**config.mk**
```make
export PLATFORM = sky130hd
export DESIGN_NAME = lpc_host_master
export DESIGN_NICKNAME = d
export VERILOG_FILES = /design/src/rtl/lpc_host_master.sv
export SDC_FILE = /design/constraint.sdc
export NUM_CORES = 1
export LEC_CHECK = 0
export CAP_MARGIN = 20
export CORE_MARGIN = 2
export CORE_UTILIZATION = 45
export CTS_BUF_LIST = sky130_fd_sc_hd__clkbuf_2 sky130_fd_sc_hd__clkbuf_4 sky130_fd_sc_hd__clkbuf_8
export DETAILED_ROUTE_END_ITERATION = 16
export PLACE_DENSITY_LB_ADDON = 0.08
export SLEW_MARGIN = 20
export SYNTH_ARGS = -nofsm -noshare
export SYNTH_HDL_FRONTEND = slang
export SYNTH_SLANG_ARGS = --single-unit
```
**constraint.sdc**
```tcl
create_clock -name lclk -period 2.9 [get_ports lclk]
set_clock_uncertainty 0.15 [all_clocks]
set_input_delay 0.29 -clock lclk [delete_from_list [all_inputs] [get_ports lclk]]
set_output_delay 0.29 -clock lclk [all_outputs]
set_load 0.05 [all_outputs]
```
**src/rtl/lpc_host_master.sv**
```systemverilog
// LPC I/O-cycle initiator: converts single-byte read/write requests into
// LFRAME#/LAD[3:0] cycles, handling SYNC waits, error SYNC and timeout aborts.
module lpc_host_master #(
  parameter int unsigned SYNC_TIMEOUT  = 32,
  parameter int unsigned LONG_WAIT_MAX = 1023,
  parameter int unsigned ABORT_CYCLES  = 4
) (
  input  logic        lclk,
  input  logic        lreset,
  input  logic        req_valid,
  output logic        req_ready,
  input  logic        req_write,
  input  logic [15:0] req_addr,
  input  logic [7:0]  req_wdata,
  output logic        rsp_valid,
  output logic [7:0]  rsp_rdata,
  output logic        rsp_err,
  output logic        rsp_timeout,
  output logic        lframe_n,
  output logic [3:0]  lad_out,
  output logic        lad_oe,
  input  logic [3:0]  lad_in
);

  localparam int unsigned WAIT_MAX = (SYNC_TIMEOUT > LONG_WAIT_MAX) ? SYNC_TIMEOUT : LONG_WAIT_MAX;
  localparam int unsigned CNT_W    = $clog2(WAIT_MAX + 1);
  localparam int unsigned ABT_W    = $clog2(ABORT_CYCLES + 1);

  typedef enum logic [4:0] {
    S_IDLE, S_START, S_CYCTYP, S_ADDR0, S_ADDR1, S_ADDR2, S_ADDR3,
    S_WDATA0, S_WDATA1, S_HTAR0, S_HTAR1, S_SYNC, S_RDATA0, S_RDATA1,
    S_PTAR0, S_PTAR1, S_DONE, S_ABORT, S_RECOVER
  } state_t;

  typedef enum logic [1:0] {CLS_NONE, CLS_SHORT, CLS_LONG} cls_t;

  state_t             r_state, w_next;
  cls_t               r_cls, w_cls_nxt;
  logic [CNT_W-1:0]   r_wait_cnt, w_cnt_nxt;
  logic [ABT_W-1:0]   r_abort_cnt, w_abt_nxt;
  logic               r_err, w_err_nxt;
  logic [7:0]         r_rdata, w_rdata_nxt;
  logic [15:0]        r_addr;
  logic [7:0]         r_wdata;
  logic               r_write;
  logic               w_accept;

  logic               r_lframe_n, w_lframe_n;
  logic [3:0]         r_lad_out, w_lad_out;
  logic               r_lad_oe, w_lad_oe;
  logic               r_req_ready, w_req_ready;
  logic               r_rsp_valid, w_rsp_valid;
  logic [7:0]         r_rsp_rdata, w_rsp_rdata;
  logic               r_rsp_err, w_rsp_err;
  logic               r_rsp_timeout, w_rsp_timeout;

  assign w_accept = (r_state == S_IDLE) && req_valid;

  // Next-state logic plus the registered output values for the state being entered
  always_comb begin
    w_next      = r_state;
    w_cls_nxt   = r_cls;
    w_cnt_nxt   = r_wait_cnt;
    w_abt_nxt   = r_abort_cnt;
    w_err_nxt   = r_err;
    w_rdata_nxt = r_rdata;

    case (r_state)
      S_IDLE: begin
        if (req_valid) begin
          w_next    = S_START;
          w_err_nxt = 1'b0;
        end
      end
      S_START:  w_next = S_CYCTYP;
      S_CYCTYP: w_next = S_ADDR0;
      S_ADDR0:  w_next = S_ADDR1;
      S_ADDR1:  w_next = S_ADDR2;
      S_ADDR2:  w_next = S_ADDR3;
      S_ADDR3:  w_next = r_write ? S_WDATA0 : S_HTAR0;
      S_WDATA0: w_next = S_WDATA1;
      S_WDATA1: w_next = S_HTAR0;
      S_HTAR0:  w_next = S_HTAR1;
      S_HTAR1: begin
        w_next    = S_SYNC;
        w_cls_nxt = CLS_NONE;
        w_cnt_nxt = '0;
      end
      S_SYNC: begin
        case (lad_in)
          4'b0000: w_next = r_write ? S_PTAR0 : S_RDATA0;
          4'b1010: begin
            w_next    = r_write ? S_PTAR0 : S_RDATA0;
            w_err_nxt = 1'b1;
          end
          4'b0101, 4'b1111: begin
            w_cls_nxt = CLS_SHORT;
            w_cnt_nxt = (r_cls == CLS_SHORT) ? CNT_W'(r_wait_cnt + CNT_W'(1)) : CNT_W'(1);
            if (w_cnt_nxt == CNT_W'(SYNC_TIMEOUT)) begin
              w_next    = S_ABORT;
              w_abt_nxt = '0;
            end
          end
          4'b0110: begin
            w_cls_nxt = CLS_LONG;
            w_cnt_nxt = (r_cls == CLS_LONG) ? CNT_W'(r_wait_cnt + CNT_W'(1)) : CNT_W'(1);
            if (w_cnt_nxt == CNT_W'(LONG_WAIT_MAX)) begin
              w_next    = S_ABORT;
              w_abt_nxt = '0;
            end
          end
          default: begin
            w_next    = S_ABORT;
            w_abt_nxt = '0;
          end
        endcase
      end
      S_RDATA0: begin
        w_next           = S_RDATA1;
        w_rdata_nxt[3:0] = lad_in;
      end
      S_RDATA1: begin
        w_next           = S_PTAR0;
        w_rdata_nxt[7:4] = lad_in;
      end
      S_PTAR0:  w_next = S_PTAR1;
      S_PTAR1:  w_next = S_DONE;
      S_DONE:   w_next = S_IDLE;
      S_ABORT: begin
        if (r_abort_cnt == ABT_W'(ABORT_CYCLES - 1)) begin
          w_next = S_RECOVER;
        end else begin
          w_abt_nxt = ABT_W'(r_abort_cnt + ABT_W'(1));
        end
      end
      S_RECOVER: w_next = S_DONE;
      default:   w_next = S_IDLE;
    endcase

    w_lframe_n    = 1'b1;
    w_lad_out     = 4'b1111;
    w_lad_oe      = 1'b0;
    w_req_ready   = (w_next == S_IDLE);
    w_rsp_valid   = (w_next == S_DONE);
    w_rsp_err     = 1'b0;
    w_rsp_timeout = 1'b0;
    w_rsp_rdata   = r_rsp_rdata;

    case (w_next)
      S_START:  begin w_lframe_n = 1'b0; w_lad_oe = 1'b1; w_lad_out = 4'b0000; end
      S_CYCTYP: begin w_lad_oe = 1'b1; w_lad_out = r_write ? 4'b0010 : 4'b0000; end
      S_ADDR0:  begin w_lad_oe = 1'b1; w_lad_out = r_addr[15:12]; end
      S_ADDR1:  begin w_lad_oe = 1'b1; w_lad_out = r_addr[11:8]; end
      S_ADDR2:  begin w_lad_oe = 1'b1; w_lad_out = r_addr[7:4]; end
      S_ADDR3:  begin w_lad_oe = 1'b1; w_lad_out = r_addr[3:0]; end
      S_WDATA0: begin w_lad_oe = 1'b1; w_lad_out = r_wdata[3:0]; end
      S_WDATA1: begin w_lad_oe = 1'b1; w_lad_out = r_wdata[7:4]; end
      S_HTAR0:  begin w_lad_oe = 1'b1; w_lad_out = 4'b1111; end
      S_ABORT:  begin w_lframe_n = 1'b0; w_lad_oe = 1'b1; w_lad_out = 4'b1111; end
      S_DONE: begin
        if (r_state == S_RECOVER) begin
          w_rsp_err     = 1'b1;
          w_rsp_timeout = 1'b1;
          w_rsp_rdata   = 8'hFF;
        end else begin
          w_rsp_err = r_err;
          if (!r_write) w_rsp_rdata = r_rdata;
        end
      end
      default: ;
    endcase
  end

  // State, bookkeeping and registered outputs
  always_ff @(posedge lclk or posedge lreset) begin
    if (lreset) begin
      r_state       <= S_IDLE;
      r_cls         <= CLS_NONE;
      r_wait_cnt    <= '0;
      r_abort_cnt   <= '0;
      r_err         <= 1'b0;
      r_rdata       <= 8'h00;
      r_lframe_n    <= 1'b1;
      r_lad_out     <= 4'b1111;
      r_lad_oe      <= 1'b0;
      r_req_ready   <= 1'b1;
      r_rsp_valid   <= 1'b0;
      r_rsp_rdata   <= 8'h00;
      r_rsp_err     <= 1'b0;
      r_rsp_timeout <= 1'b0;
    end else begin
      r_state       <= w_next;
      r_cls         <= w_cls_nxt;
      r_wait_cnt    <= w_cnt_nxt;
      r_abort_cnt   <= w_abt_nxt;
      r_err         <= w_err_nxt;
      r_rdata       <= w_rdata_nxt;
      r_lframe_n    <= w_lframe_n;
      r_lad_out     <= w_lad_out;
      r_lad_oe      <= w_lad_oe;
      r_req_ready   <= w_req_ready;
      r_rsp_valid   <= w_rsp_valid;
      r_rsp_rdata   <= w_rsp_rdata;
      r_rsp_err     <= w_rsp_err;
      r_rsp_timeout <= w_rsp_timeout;
    end
  end

  // Request capture on acceptance
  always_ff @(posedge lclk or posedge lreset) begin
    if (lreset) begin
      r_addr  <= 16'h0000;
      r_wdata <= 8'h00;
      r_write <= 1'b0;
    end else if (w_accept) begin
      r_addr  <= req_addr;
      r_wdata <= req_wdata;
      r_write <= req_write;
    end
  end

  assign req_ready   = r_req_ready;
  assign rsp_valid   = r_rsp_valid;
  assign rsp_rdata   = r_rsp_rdata;
  assign rsp_err     = r_rsp_err;
  assign rsp_timeout = r_rsp_timeout;
  assign lframe_n    = r_lframe_n;
  assign lad_out     = r_lad_out;
  assign lad_oe      = r_lad_oe;

endmodule

```
After elaboration in Yosys (flattened, before gate mapping)
Index checks and enable logic that the tools add are counted.
{"block": "totals", "regBits": 72, "in_bits": 32, "elab_cells": 113}
{"block": "op_classes", "n_addsub": 2, "eq_ne": 45, "mux": 32, "reduce_logical": 16}
{"op": "$pmux 5 s17", "n": 1}
{"op": "$eq 5x4->1 const B", "n": 10}
{"op": "$eq 5x3->1 const B", "n": 8}
{"op": "$pmux 10 s2", "n": 2}
{"op": "$pmux 4 s8", "n": 1}
{"op": "$eq 5x2->1 const B", "n": 4}
{"op": "$eq 5x5->1 const B", "n": 4}
{"op": "$mux 10", "n": 2}
{"op": "$mux 5", "n": 4}
{"op": "$mux 8", "n": 2}
{"op": "$pmux 5 s3", "n": 1}
{"op": "$add 10x1->10 const B", "n": 1}
{"op": "$eq 10x10->1 const B", "n": 1}
{"op": "$eq 10x6->1 const B", "n": 1}
{"op": "$eq 5x1->1 const B", "n": 2}
{"op": "$logic_not 5->1", "n": 2}
{"op": "$reduce_or 10->1", "n": 1}
{"op": "$mux 3", "n": 3}
{"op": "$pmux 3 s3", "n": 1}
{"op": "$eq 4x3->1 const B", "n": 2}
{"op": "$eq 4x4->1 const B", "n": 2}
{"op": "$mux 1", "n": 8}
{"op": "$pmux 2 s2", "n": 2}
{"op": "$reduce_or 2->1", "n": 4}
{"op": "18 further kinds", "n": 26}

Logic depth before layout (Yosys ltp)
{"block": "logic_depth", "depth_word": 9, "ltp_mapped": 9, "mapped_depth_nobuf": 8}

Least setup slack after synthesis
Ideal clock, no wire load.
{"block": "synth_path", "path_type": "reg-to-reg", "start": "reg r_wait_cnt[1]", "end": "reg r_abort_cnt[1]", "setup_time_ns": 0.128, "arrival_time_ns": 2.467, "t_required_ns": 2.622, "setup_slack_ns": 0.155, "path_stages_with_launch": 9, "period_less_slack_ns": 2.745, "cell_sequence": "dfrtp_1 ha_1 and4_4 and2b_4 xnor2_2 o41ai_4 nand3_2 a2111oi_4 mux2_1"}
{"block": "synth_via", "elab_chain_len": 5, "elab_cells_between_ends": 8, "classes_between": "add/sub: 1; eq/ne: 4; mux: 2; reduce/logical: 1"}
{"element": "from (decl)", "line_no": "39", "text": "logic [CNT_W-1:0] r_wait_cnt, w_cnt_nxt;"}
{"element": "from (signal assigned)", "line_no": "194", "text": "r_wait_cnt <= w_cnt_nxt;"}
{"element": "$add 10x1->10 (*)", "line_no": "98, 106"}
{"element": "$mux 10 (on tied branches)", "line_no": "106, 98"}
{"element": "$eq 10x10->1 / $eq 10x6->1 (equally long branches)", "line_no": "107, 99"}
{"element": "$ne 3x3->1 (no source line)"}
{"element": "$reduce_and 5->1 (no source line) (*)"}
{"element": "to (signal assigned)", "line_no": "195", "text": "r_abort_cnt <= w_abt_nxt;"}
{"element": "to (decl)", "line_no": "40", "text": "logic [ABT_W-1:0] r_abort_cnt, w_abt_nxt;"}
Mark *: on every way between the ends. The rest lies on a longest branch, timed or not.
A chain may end at the register's enable or synchronous reset.

Worst setup path after layout
{"block": "layout_path", "start": "reg r_wait_cnt[0]", "end": "reg r_abort_cnt[2]"}
The elaborated chain is that of the path after synthesis.

==> flow_results.org <==
** Hold path
- Class of the worst hold path :: in -> async

** Drt
- Iteration-0 DRC Markers :: 121
- Vias :: around 2800
- DRC errors left :: 0
- In the final routed layout, each cell accounts on average for ~16 microns.
- Vias per Instance :: 5.48
- In this run the remaining antenna-violating nets after routing total 0.
- The routed design has 8150 microns of wire.
- Pre-Repair DR Iteration Count :: 5

** Critical path
- Type of element capturing the critical path :: flip-flop
- STA puts the critical path data required time at 2.98 ns.
- The critical path is of the reg -> reg type.
- Critical Path AT :: 2.82 ns
- STA classifies the critical path startpoint as a flip-flop.
- Along the worst path, the maximum fanout reaches 6.

** STA
- Final critical-path share of the clock period :: 0.943
- At the pin with the least slew margin, the transition time is 0.577 ns.
- Timing would allow up to ~370 MHz.
- Max-slew violations :: 0
- Min Hold Slack :: 0.167 ns
- Final setup fails :: 0
- The worst pin sits at a relative slew slack of 0.615.
- The final hold violation count is 0.
- The worst path needs about 2.7 ns of the cycle, external delays included.

** Power
- Static leakage :: around 2.0 nW
- Peak VDD IR :: 0.000519 V
- Ratio of total power to cell area :: 942 mW/mm^2
- Summing internal, switching and leakage power gives between 4 and 5 mW.

** Yosys
- Of the total synthesized cell area, the portion taken by AND, OR, NAND and NOR gates is 0.185.
- dfrtp_1 takes more of the synthesized area than any other cell.
- Share of the synthesized area in the top cell type :: 0.451
- A synthesized cell averages 10.5 sq um.
- Counting distinct cell types in the post-synthesis netlist gives 57.
- Yosys reg bits :: 72
- Number of synthesis warnings :: 0
- After synthesis, the share of cell area in mux cells is 0.143.
- Compound-Gate Fraction of Synth Area :: 0.126
- Async set-or-reset flop fraction in the synthesized netlist :: 1.00
- Of the total synthesized cell area, the portion taken by full adders, half adders and majority gates is 0.0102.
- Of the total synthesized cell area, the portion taken by XOR and XNOR cells is 0.0116.
- For this run, the register share of the synthesized area comes to 0.494.
- By area the synthesized netlist is led by dfrtp_1, mux2_2, dfstp_2.
- After technology mapping, the gate count stands at 349.
- Number of enable flip-flop cells after synthesis :: 0
- After synthesis, the largest family of logic cells by area is simple AND/OR/NAND/NOR gates.
- In the synthesized netlist the dominant register cell turns out to be dfrtp_1.
- Synthesis produced a netlist with a net count of 384.
- Post-Syn Area :: roughly 0.0037 sq mm

** Floorplanning
- The die covers 0.00888 sq mm.
- The die is 94.2 microns tall.
- The region available for standard cell placement spans 0.00781 sq mm.
- Io pins :: 50
- Chip Width :: 94.2 microns
- For this configuration, the core starts out at a cell density of 0.469.
- After floorplanning, the core was divided into 32 placement rows.

** Finish
- Fill cell instance count of the final layout :: approximately 700
- Antenna fix cells :: 0
- Share of final-layout standard cells stronger than drive strength 1 :: 0.234
- The library cell used most frequently in the layout, excluding fill and tap cells, is dfrtp_1.
- The area growth from synthesis to layout is 25.3%.
- After routing the design area is approximately 0.0046 sq mm.
- Footprint of the flip-flops and latches :: about 0.0018 sq mm
- Leaving out fill and tap cells, the most frequent cells in the layout are dfrtp_1, clkdlybuf4s50_1, nand2_1, mux2_2, nor2_1.
- Net count, final :: 448
- Summing all multi-input logic gate instances after layout gives 0.00175 sq mm.

** Global routing
- The first global-routing pass estimated 13800 microns of wire.
- Largest net degree at the start of global routing :: 36
- Global route overflow :: 0
- The number of antenna violations at the first check in global routing is 0.
- The via count of the first global-routing pass is 2883.
- GRT Overall Usage :: 0.201

** Job
- Maximum Capacitance Violations :: 0

** Placement
- Placer's final routability congestion estimate :: 0.878
- Area of placed instances :: about 0.0044 sq mm
- After legalization and detailed placement, the total HPWL measured 6030 microns.
- During placement, the flow inserted port buffers numbering just under 50.

** Clocking
- The H-tree generated during clock tree synthesis spans 3 levels.
- CTS tree :: done
- CTS Root Buffer Type :: clkbuf_8
- In this run the post-CTS setup repair buffer count came out at 0.
- Post-CTS Hold Fix Bufs :: 0
- Num CTS Buffers :: 9
- Clock tree sinks :: 72
- Buffer levels on the longest clock path :: 2
- The later pin in the worst-skew pair is clocked with a latency of 0.34 ns.
- After clock tree synthesis, the clock-pin slew on the worst setup and hold paths is ~0.090 ns.

** Outcome
- Result of the run :: finished clean
state kept, by name, indices dropped and copies added (netlist names):
name / cells
r_wdata: 8
r_abort_cnt: 3
r_addr: 16
rsp_valid: 1
r_state: 5
r_wait_cnt: 10
lad_out: 4
rsp_rdata: 8
lad_oe: 1
rsp_err: 1
r_err: 1
r_write: 1
r_cls: 2
rsp_timeout: 1
r_rdata: 8
lframe_n: 1
req_ready: 1
metal layers:
metal	up-vias	share of wire	GRT usage
met3	8	0.035	0.0393
met2	64	0.49	0.338
met4	0	0.011	0.0688
met1	1386	0.46	0.260
li1	1389	-	-
met5	-	0	0
report_power, final:
group / internal, mW / total, mW / leakage [nW] / switching, mW
clock: 0.405 / 0.821 / 0.100 / 0.416
sequential: 1.42 / 1.69 / 0.894 / 0.277
combinational: 0.817 / 1.81 / 1.03 / 0.996
cells by family (layout without fill, tap and decap cells):
group	count (synthesis)	in the layout
AND/OR/NAND/NOR	129	129
flip-flops	72	72
AO/OA/AOI/OAI	65	65
multiplexers	48	48
buffers and inverters	28	97
XOR/XNOR	4	4
adder cells (fa/ha/maj)	3	3
cells in the mapped netlist, drive strengths merged (4+ instances only):
cell type,n
nor2,24
and3,4
nand4,4
and2,4
o21ai,18
clkbuf,15
dfrtp,66
o31ai,11
nand2,36
nor3,8
mux2i,12
nand3,18
a21oi,13
or2,6
nor2b,5
mux2,36
inv,10
dfstp,6
stage by stage:
step	instances	utilization	setup TNS, ns	setup slack (ns)
6_report	520	0.588	0	0.164
5_1_grt	520	0.588	-0.00233	-0.00233
4_1_cts	520	0.588	0	0.0446
3_5_place_dp	504	0.562	0	0.0594
3_3_place_gp	504	0.562	0	0.147
2_1_floorplan	349	-	0	0.155
layout make-up:
cell class                      count  area share
Clock inverter                      7      0.0169
Timing Repair Buffer               71       0.145
Inverter                           10     0.00817
Clock buffer                        9      0.0270
Tap cell                          102      0.0278
Sequential cell                    72       0.394
Multi-Input combinational cell    249       0.380
critical path: stages, from the launching register on:
cell	delay, ns
dfrtp_2	0.45
ha_2	0.22
and4_4	0.17
and2b_4	0.18
xnor2_2	0.15
o41ai_4	0.40
nand3_2	0.15
a2111oi_4	0.39
mux2_1	0.37
worst paths after layout:
| kind | from | to | slack (ns) | cells after the start |
|---|---|---|---|---|
| max in group asynchronous | lreset | req_ready$_DFF_PP1_ | 1.74 | 3 |
| worst min register to register | r_err$_DFFE_PP0P_ | rsp_err$_DFF_PP0_ | 0.34 | 1 |
| min in group lclk | r_err$_DFFE_PP0P_ | rsp_err$_DFF_PP0_ | 0.34 | 1 |
| worst min-delay path | lreset | rsp_rdata[0]$_DFFE_PP0P_ | 0.17 | 2 |
| worst max-delay path | r_wait_cnt[0]$_DFFE_PP0P_ | r_abort_cnt[2]$_DFFE_PP0P_ | 0.16 | 8 |
| worst max register to register | r_wait_cnt[0]$_DFFE_PP0P_ | r_abort_cnt[2]$_DFFE_PP0P_ | 0.16 | 8 |
timing repair:
item,4_1_cts,5_1_grt
endpoints found under the setup margin,0,2
endpoints found under the hold margin,0,0
gates resized for setup,0,3
(Power assumes the default switching activity.)
